**config.mk**
```make
export PLATFORM = sky130hd
export DESIGN_NAME = top_level_flat
export DESIGN_NICKNAME = d
export VERILOG_FILES = /design/src/rtl/top_level_pkg.sv /design/src/rtl/top_level_if.sv /design/src/rtl/top_level_data_mem.sv /design/src/rtl/top_level_reg_file.sv /design/src/rtl/top_level.sv /design/src/flat_wrapper.sv
export SDC_FILE = /design/constraint.sdc
export NUM_CORES = 1
export LEC_CHECK = 0
export CAP_MARGIN = 0
export CORE_MARGIN = 5
export CORE_UTILIZATION = 35
export CTS_BUF_LIST = sky130_fd_sc_hd__clkbuf_16
export CTS_CLUSTER_DIAMETER = 100
export CTS_CLUSTER_SIZE = 14
export DETAILED_ROUTE_END_ITERATION = 16
export PLACE_DENSITY_LB_ADDON = 0.05
export SLEW_MARGIN = 20
export SYNTH_ARGS = -nofsm -noshare
export SYNTH_HDL_FRONTEND = slang
export SYNTH_SLANG_ARGS = --single-unit
```
**constraint.sdc**
```tcl
create_clock -name Clk -period 2.3 [get_ports Clk]
set_input_delay 0.345 -clock Clk [delete_from_list [all_inputs] [get_ports Clk]]
set_output_delay 0.345 -clock Clk [all_outputs]
set_load 0.05 [all_outputs]
```
**src/rtl/top_level_pkg.sv**
```systemverilog
// rtl/top_level_pkg.sv - shared types, sizes and memory map for the lab-17 multiplier core
package top_level_pkg;

  localparam int DW       = 8;
  localparam int DM_DEPTH = 256;
  localparam int RF_DEPTH = 16;
  localparam int DM_AW    = 8;
  localparam int RF_AW    = 4;

  typedef enum logic [2:0] {
    IDLE,
    LOAD,
    MUL,
    STORE,
    DONE
  } state_e;

  localparam logic [DM_AW-1:0] ADDR_A_HI = 8'd1;
  localparam logic [DM_AW-1:0] ADDR_A_LO = 8'd2;
  localparam logic [DM_AW-1:0] ADDR_B_HI = 8'd3;
  localparam logic [DM_AW-1:0] ADDR_B_LO = 8'd4;
  localparam logic [DM_AW-1:0] ADDR_P0   = 8'd5;
  localparam logic [DM_AW-1:0] ADDR_P1   = 8'd6;
  localparam logic [DM_AW-1:0] ADDR_P2   = 8'd7;
  localparam logic [DM_AW-1:0] ADDR_P3   = 8'd8;

  localparam logic [RF_AW-1:0] RF_OPND_BASE = 4'd1;
  localparam logic [RF_AW-1:0] RF_PROD_BASE = 4'd5;

  // Product byte k in store order: k=0 is the most significant byte.
  function automatic logic [DW-1:0] prod_byte(input logic [31:0] p, input logic [1:0] k);
    logic [DW-1:0] b;
    case (k)
      2'd0:    b = p[31:24];
      2'd1:    b = p[23:16];
      2'd2:    b = p[15:8];
      default: b = p[7:0];
    endcase
    return b;
  endfunction

endpackage

```
**src/rtl/top_level_if.sv**
```systemverilog
// rtl/top_level_if.sv - Start/Ack handshake between the bench and the multiplier core
interface top_level_if;

  logic Start;
  logic Ack;

  modport master (output Start, input Ack);
  modport slave  (input Start, output Ack);

endinterface

```
**src/rtl/top_level_data_mem.sv**
```systemverilog
// rtl/top_level_data_mem.sv - 256x8 data memory, async read, sync write, contents not reset
module data_mem
  import top_level_pkg::*;
(
  input  logic             clk_i,
  input  logic             we_i,
  input  logic [DM_AW-1:0] waddr_i,
  input  logic [DW-1:0]    wdata_i,
  input  logic [DM_AW-1:0] raddr_i,
  output logic [DW-1:0]    rdata_o
);

  logic [DW-1:0] Core [0:DM_DEPTH-1];

  always_ff @(posedge clk_i) begin
    if (we_i) begin
      Core[waddr_i] <= wdata_i;
    end
  end

  assign rdata_o = Core[raddr_i];

endmodule

```
**src/rtl/top_level_reg_file.sv**
```systemverilog
// rtl/top_level_reg_file.sv - 16x8 register file, one sync write port, contents not reset
module reg_file
  import top_level_pkg::*;
(
  input  logic             clk_i,
  input  logic             we_i,
  input  logic [RF_AW-1:0] waddr_i,
  input  logic [DW-1:0]    wdata_i
);

  // Held as a directly observable array; no internal read path is needed by the core.
  logic [DW-1:0] Registers [0:RF_DEPTH-1];

  always_ff @(posedge clk_i) begin
    if (we_i) begin
      Registers[waddr_i] <= wdata_i;
    end
  end

endmodule

```
**src/rtl/top_level.sv**
```systemverilog
// rtl/top_level.sv - 16x16 unsigned shift-add multiplier reading/writing operands in data memory
module top_level
  import top_level_pkg::*;
(
  input  logic         Clk,
  input  logic         Reset,
  top_level_if.slave   hs
);

  state_e            state_q, state_d;
  logic              armed_q, armed_d;
  logic              ack_q, ack_d;
  logic [4:0]        cnt_q, cnt_d;
  logic [15:0]       mcand_q, mcand_d;
  logic [15:0]       mplier_q, mplier_d;
  logic [31:0]       acc_q, acc_d;

  logic              dm_we;
  logic [DM_AW-1:0]  dm_waddr;
  logic [DW-1:0]     dm_wdata;
  logic [DM_AW-1:0]  dm_raddr;
  logic [DW-1:0]     dm_rdata;
  logic              rf_we;
  logic [RF_AW-1:0]  rf_waddr;
  logic [DW-1:0]     rf_wdata;

  data_mem DM1 (
    .clk_i   (Clk),
    .we_i    (dm_we),
    .waddr_i (dm_waddr),
    .wdata_i (dm_wdata),
    .raddr_i (dm_raddr),
    .rdata_o (dm_rdata)
  );

  reg_file RF1 (
    .clk_i   (Clk),
    .we_i    (rf_we),
    .waddr_i (rf_waddr),
    .wdata_i (rf_wdata)
  );

  always_ff @(posedge Clk or posedge Reset) begin
    if (Reset) begin
      state_q  <= IDLE;
      armed_q  <= 1'b0;
      ack_q    <= 1'b0;
      cnt_q    <= 5'd0;
      mcand_q  <= 16'd0;
      mplier_q <= 16'd0;
      acc_q    <= 32'd0;
    end else begin
      state_q  <= state_d;
      armed_q  <= armed_d;
      ack_q    <= ack_d;
      cnt_q    <= cnt_d;
      mcand_q  <= mcand_d;
      mplier_q <= mplier_d;
      acc_q    <= acc_d;
    end
  end

  always_comb begin
    state_d  = state_q;
    armed_d  = armed_q;
    cnt_d    = cnt_q;
    mcand_d  = mcand_q;
    mplier_d = mplier_q;
    acc_d    = acc_q;
    dm_we    = 1'b0;
    dm_raddr = ADDR_A_HI + {6'd0, cnt_q[1:0]};
    dm_waddr = ADDR_P0 + {6'd0, cnt_q[1:0]};
    dm_wdata = prod_byte(acc_q, cnt_q[1:0]);
    rf_we    = 1'b0;
    rf_waddr = RF_OPND_BASE + {2'd0, cnt_q[1:0]};
    rf_wdata = dm_rdata;

    case (state_q)
      IDLE: begin
        if (hs.Start) begin
          armed_d = 1'b1;
        end else if (armed_q) begin
          armed_d  = 1'b0;
          state_d  = LOAD;
          cnt_d    = 5'd0;
          mcand_d  = 16'd0;
          mplier_d = 16'd0;
          acc_d    = 32'd0;
        end
      end

      LOAD: begin
        if (hs.Start) begin
          state_d = IDLE;
          armed_d = 1'b1;
          cnt_d   = 5'd0;
        end else begin
          rf_we = 1'b1;
          // Operand registers are filled here so later DM writes cannot disturb the run.
          case (cnt_q[1:0])
            2'd0:    mcand_d[15:8]  = dm_rdata;
            2'd1:    mcand_d[7:0]   = dm_rdata;
            2'd2:    mplier_d[15:8] = dm_rdata;
            default: mplier_d[7:0]  = dm_rdata;
          endcase
          if (cnt_q == 5'd3) begin
            state_d = MUL;
            cnt_d   = 5'd0;
          end else begin
            cnt_d = cnt_q + 5'd1;
          end
        end
      end

      MUL: begin
        if (hs.Start) begin
          state_d = IDLE;
          armed_d = 1'b1;
          cnt_d   = 5'd0;
        end else begin
          if (mplier_q[cnt_q[3:0]]) begin
            acc_d = acc_q + ({16'd0, mcand_q} << cnt_q[3:0]);
          end
          if (cnt_q == 5'd15) begin
            state_d = STORE;
            cnt_d   = 5'd0;
          end else begin
            cnt_d = cnt_q + 5'd1;
          end
        end
      end

      STORE: begin
        if (hs.Start) begin
          state_d = IDLE;
          armed_d = 1'b1;
          cnt_d   = 5'd0;
        end else begin
          dm_we    = 1'b1;
          rf_we    = 1'b1;
          rf_waddr = RF_PROD_BASE + {2'd0, cnt_q[1:0]};
          rf_wdata = prod_byte(acc_q, cnt_q[1:0]);
          if (cnt_q == 5'd3) begin
            state_d = DONE;
            cnt_d   = 5'd0;
          end else begin
            cnt_d = cnt_q + 5'd1;
          end
        end
      end

      DONE: begin
        if (hs.Start) begin
          state_d = IDLE;
          armed_d = 1'b1;
        end
      end

      default: begin
        state_d = IDLE;
      end
    endcase

    ack_d = (state_d == DONE);
  end

  assign hs.Ack = ack_q;

endmodule

```
**src/flat_wrapper.sv**
```systemverilog
// flat-port wrapper written by rule: the top's interface ports become plain ports
module top_level_flat import top_level_pkg::*;
  (Clk, Reset, hs_Start, hs_Ack);
  top_level_if hs_i ();
  input  logic Clk;
  input  logic Reset;
  input wire logic [$bits(hs_i.Start)-1:0] hs_Start;
  output wire logic [$bits(hs_i.Ack)-1:0] hs_Ack;
  assign hs_i.Start = hs_Start;
  assign hs_Ack = hs_i.Ack;
  top_level u_core (.Clk(Clk), .Reset(Reset), .hs(hs_i));
endmodule
```
==> metrics <==
Die Wd 49.8 um; # diodes 0; flops & latches, synth 10; non-filler instance count after layout 76; Crit Path Max Fanout 8; CP bufs+invs 1; synth cell count leaders dfrtp_1 (10), nand2_1 (5), a21oi_1 (4), nor2_1 (4); Tmin final 1.69 ns; num ports 4; die area 0.00248 mm^2; share of the synthesized area in the top cell type 0.451; Sum Neg Setup Slack 0 ns; H-tree lvl count 1; reg2reg setup slack 0.72 ns; top_reg_cell synth dfrtp_1; layout filler cell count 146; max_slew headroom 0.670; reg2reg start u_core.cnt_q[0]; Skew-Pair Late Insertion Delay 0.23 ns; Longest Clk Path Bufs 2; pin count of the biggest net entering global routing 11; Root Driver clkbuf_16; Worst Setup Path Type in2reg; WL per Instance 13.1 um; CTS buffer count 3; Max stage delay on crit path 0.52 ns; post-CTS resize count 0; Critical Path, Cell by Cell clkdlybuf4s50_1 -> or4b_1 -> o22ai_2 -> a21o_1 -> a22o_1; Critical Path RT 2.47 ns; Leak 0.303 nW; CP top delay family buffers and inverters; first-pass GRT wire length 1.72 mm; Least-Margin Pin Slew 0.493 ns; part of the cycle the worst path needs 0.734; Worst EP arrival 1.86 ns; unrepaired setup endpoints after global routing false; layout cell share with drive strength beyond 1 0.133; Worst R2R Path Depth 7; Overflow after GRT 0; initial antenna violation count 0; GP Congestion 0.780; via count 400; critical path launch point type input pin; drt first pass iters 4; Post-CTS Setup Inserts 0; share of the yosys chip area belonging to registers 0.451; Yosys cell types 23; Fin. Hold Viols 0; Hold WC Path Type in2async; fin util 0.446; Worst Setup SP hs_Start; detailed placement HPWL 743 um; cell taking the most area after synthesis dfrtp_1; cell count after synthesis 55; synthesized cell area 554 um^2; Mean Syn Cell Area 10.1 um^2; status complete, no violations; dpl cells 73; Synth area leaders dfrtp_1 (45%), ha_1 (6.8%), mux2_2 (4.1%); Worst setup EP type register; count leader, synth dfrtp_1; Max IR drop VDD 0.000392 V; Post-Syn Nets 61; total core area 0.00151 mm^2; Final Power 0.000550 W; CTS tree yes; Layout area overhead 21.2%; WL final 992 um; Syn. warnings 0; reg-to-reg critical path endpoint u_core.state_q[0]; CTS clk-pin slew, worst paths 0.04 ns; buffers added on ports 3; Initial Util 0.368; Layout Skew 0.00260 ns; hold buffers post-CTS 0; vias per inst 5.26; Tot GR Track Use 0.0940; number of synthesized flops with an enable pin 0; CP max-delay cell clkdlybuf4s50_1; Final Hold Slack 0.393 ns; drt initial violations 5; fin. max-slew vios 0; clk sink count 10; # setup viols final 0; Core Rows 14; Residual DRC 0; number of global-route vias before repair 399; Cell Pwr Density 819 mW/mm^2; final net count 68; achievable frequency 593 MHz; ANT nets after route 0; max-cap violations 0; die height 49.8 um; async set-reset flop share out of synthesis 1.00
[state kept, by name (all words and copies together), names as in the netlist]
| name | count |
|---|---|
| u_core.armed_q | 1 |
| u_core.state_q | 3 |
| u_core.hs.Ack | 1 |
| u_core.cnt_q | 5 |
[layout by cell type (no fill, tap or decap), drive strengths merged]
cell           count
or3b               1
and2               1
a22o               2
ha                 3
or4b               1
clkbuf             3
a21o               2
o21ai              3
nor3               1
nand3              3
a21oi              4
nand2              5
inv                3
nand3b             3
xnor2              1
mux2               2
nand2b             2
dfrtp             10
nor2               4
nor4b              1
o22ai              2
clkdlybuf4s50      3
[worst reg2reg max path, delay by kind of cell (launching register included)]
| kind | cells | cell delay (ns) |
|---|---|---|
| adder cells (fa/ha/maj) | 2 | 0.44 |
| AND/OR/NAND/NOR | 2 | 0.18 |
| AO/OA/AOI/OAI | 1 | 0.14 |
| multiplexers | 1 | 0.26 |
| flip-flops | 1 | 0.39 |
| buffers and inverters | 1 | 0.05 |
[metrics by stage]
stage                     setup slack, ns  area (um^2)
final                               0.612          672
after global routing                0.542          672
after CTS                           0.606          672
after detailed placement            0.367          597
after global placement              0.396          597
after floorplan                     0.830          554
[layer usage]
metal,part of all wire,track usage,up-vias
li1,-,-,208
met1,0.48,0.113,187
met2,0.48,0.136,5
met3,0.037,0.0452,0
met4,0,0.0524,0
met5,0,0,-
[report_power, final]
group          internal (W)  switching, W
Combinational     0.0000243     0.0000248
Sequential         0.000189     0.0000125
Clock              0.000225     0.0000750
[area by class of cell]
cell class	instances	area, um^2	area share
Sequential cell	10	250	0.372
Inverter	3	11.3	0.0168
Tap cell	16	20.0	0.0298
Multi-Input combinational cell	41	285	0.425
Timing Repair Buffer	3	30.0	0.0447
Clock buffer	3	75.1	0.112
[logic make-up after synthesis]
family / count (synthesis) / synth area share
simple gates: 22 / 0.232
xor+xnor: 1 / 0.0158
flops: 10 / 0.451
buf+inv: 4 / 0.0339
fa+ha+maj: 3 / 0.0677
compound gates: 13 / 0.158
mux: 2 / 0.0406
[how the worst max path moves through the flow]
| stage | endpoint | slack (ns) | cells after the start |
|---|---|---|---|
| detailed placement | u_core.cnt_q[3] | 0.37 | 5 |
| floorplan | u_core.state_q[0] | 0.83 | 7 |
| global route | u_core.cnt_q[3] | 0.54 | 5 |
| finish | u_core.cnt_q[3] | 0.61 | 5 |
| CTS | u_core.cnt_q[3] | 0.61 | 5 |
| global placement | u_core.cnt_q[3] | 0.40 | 5 |
Power figures use the tool's default switching activity.
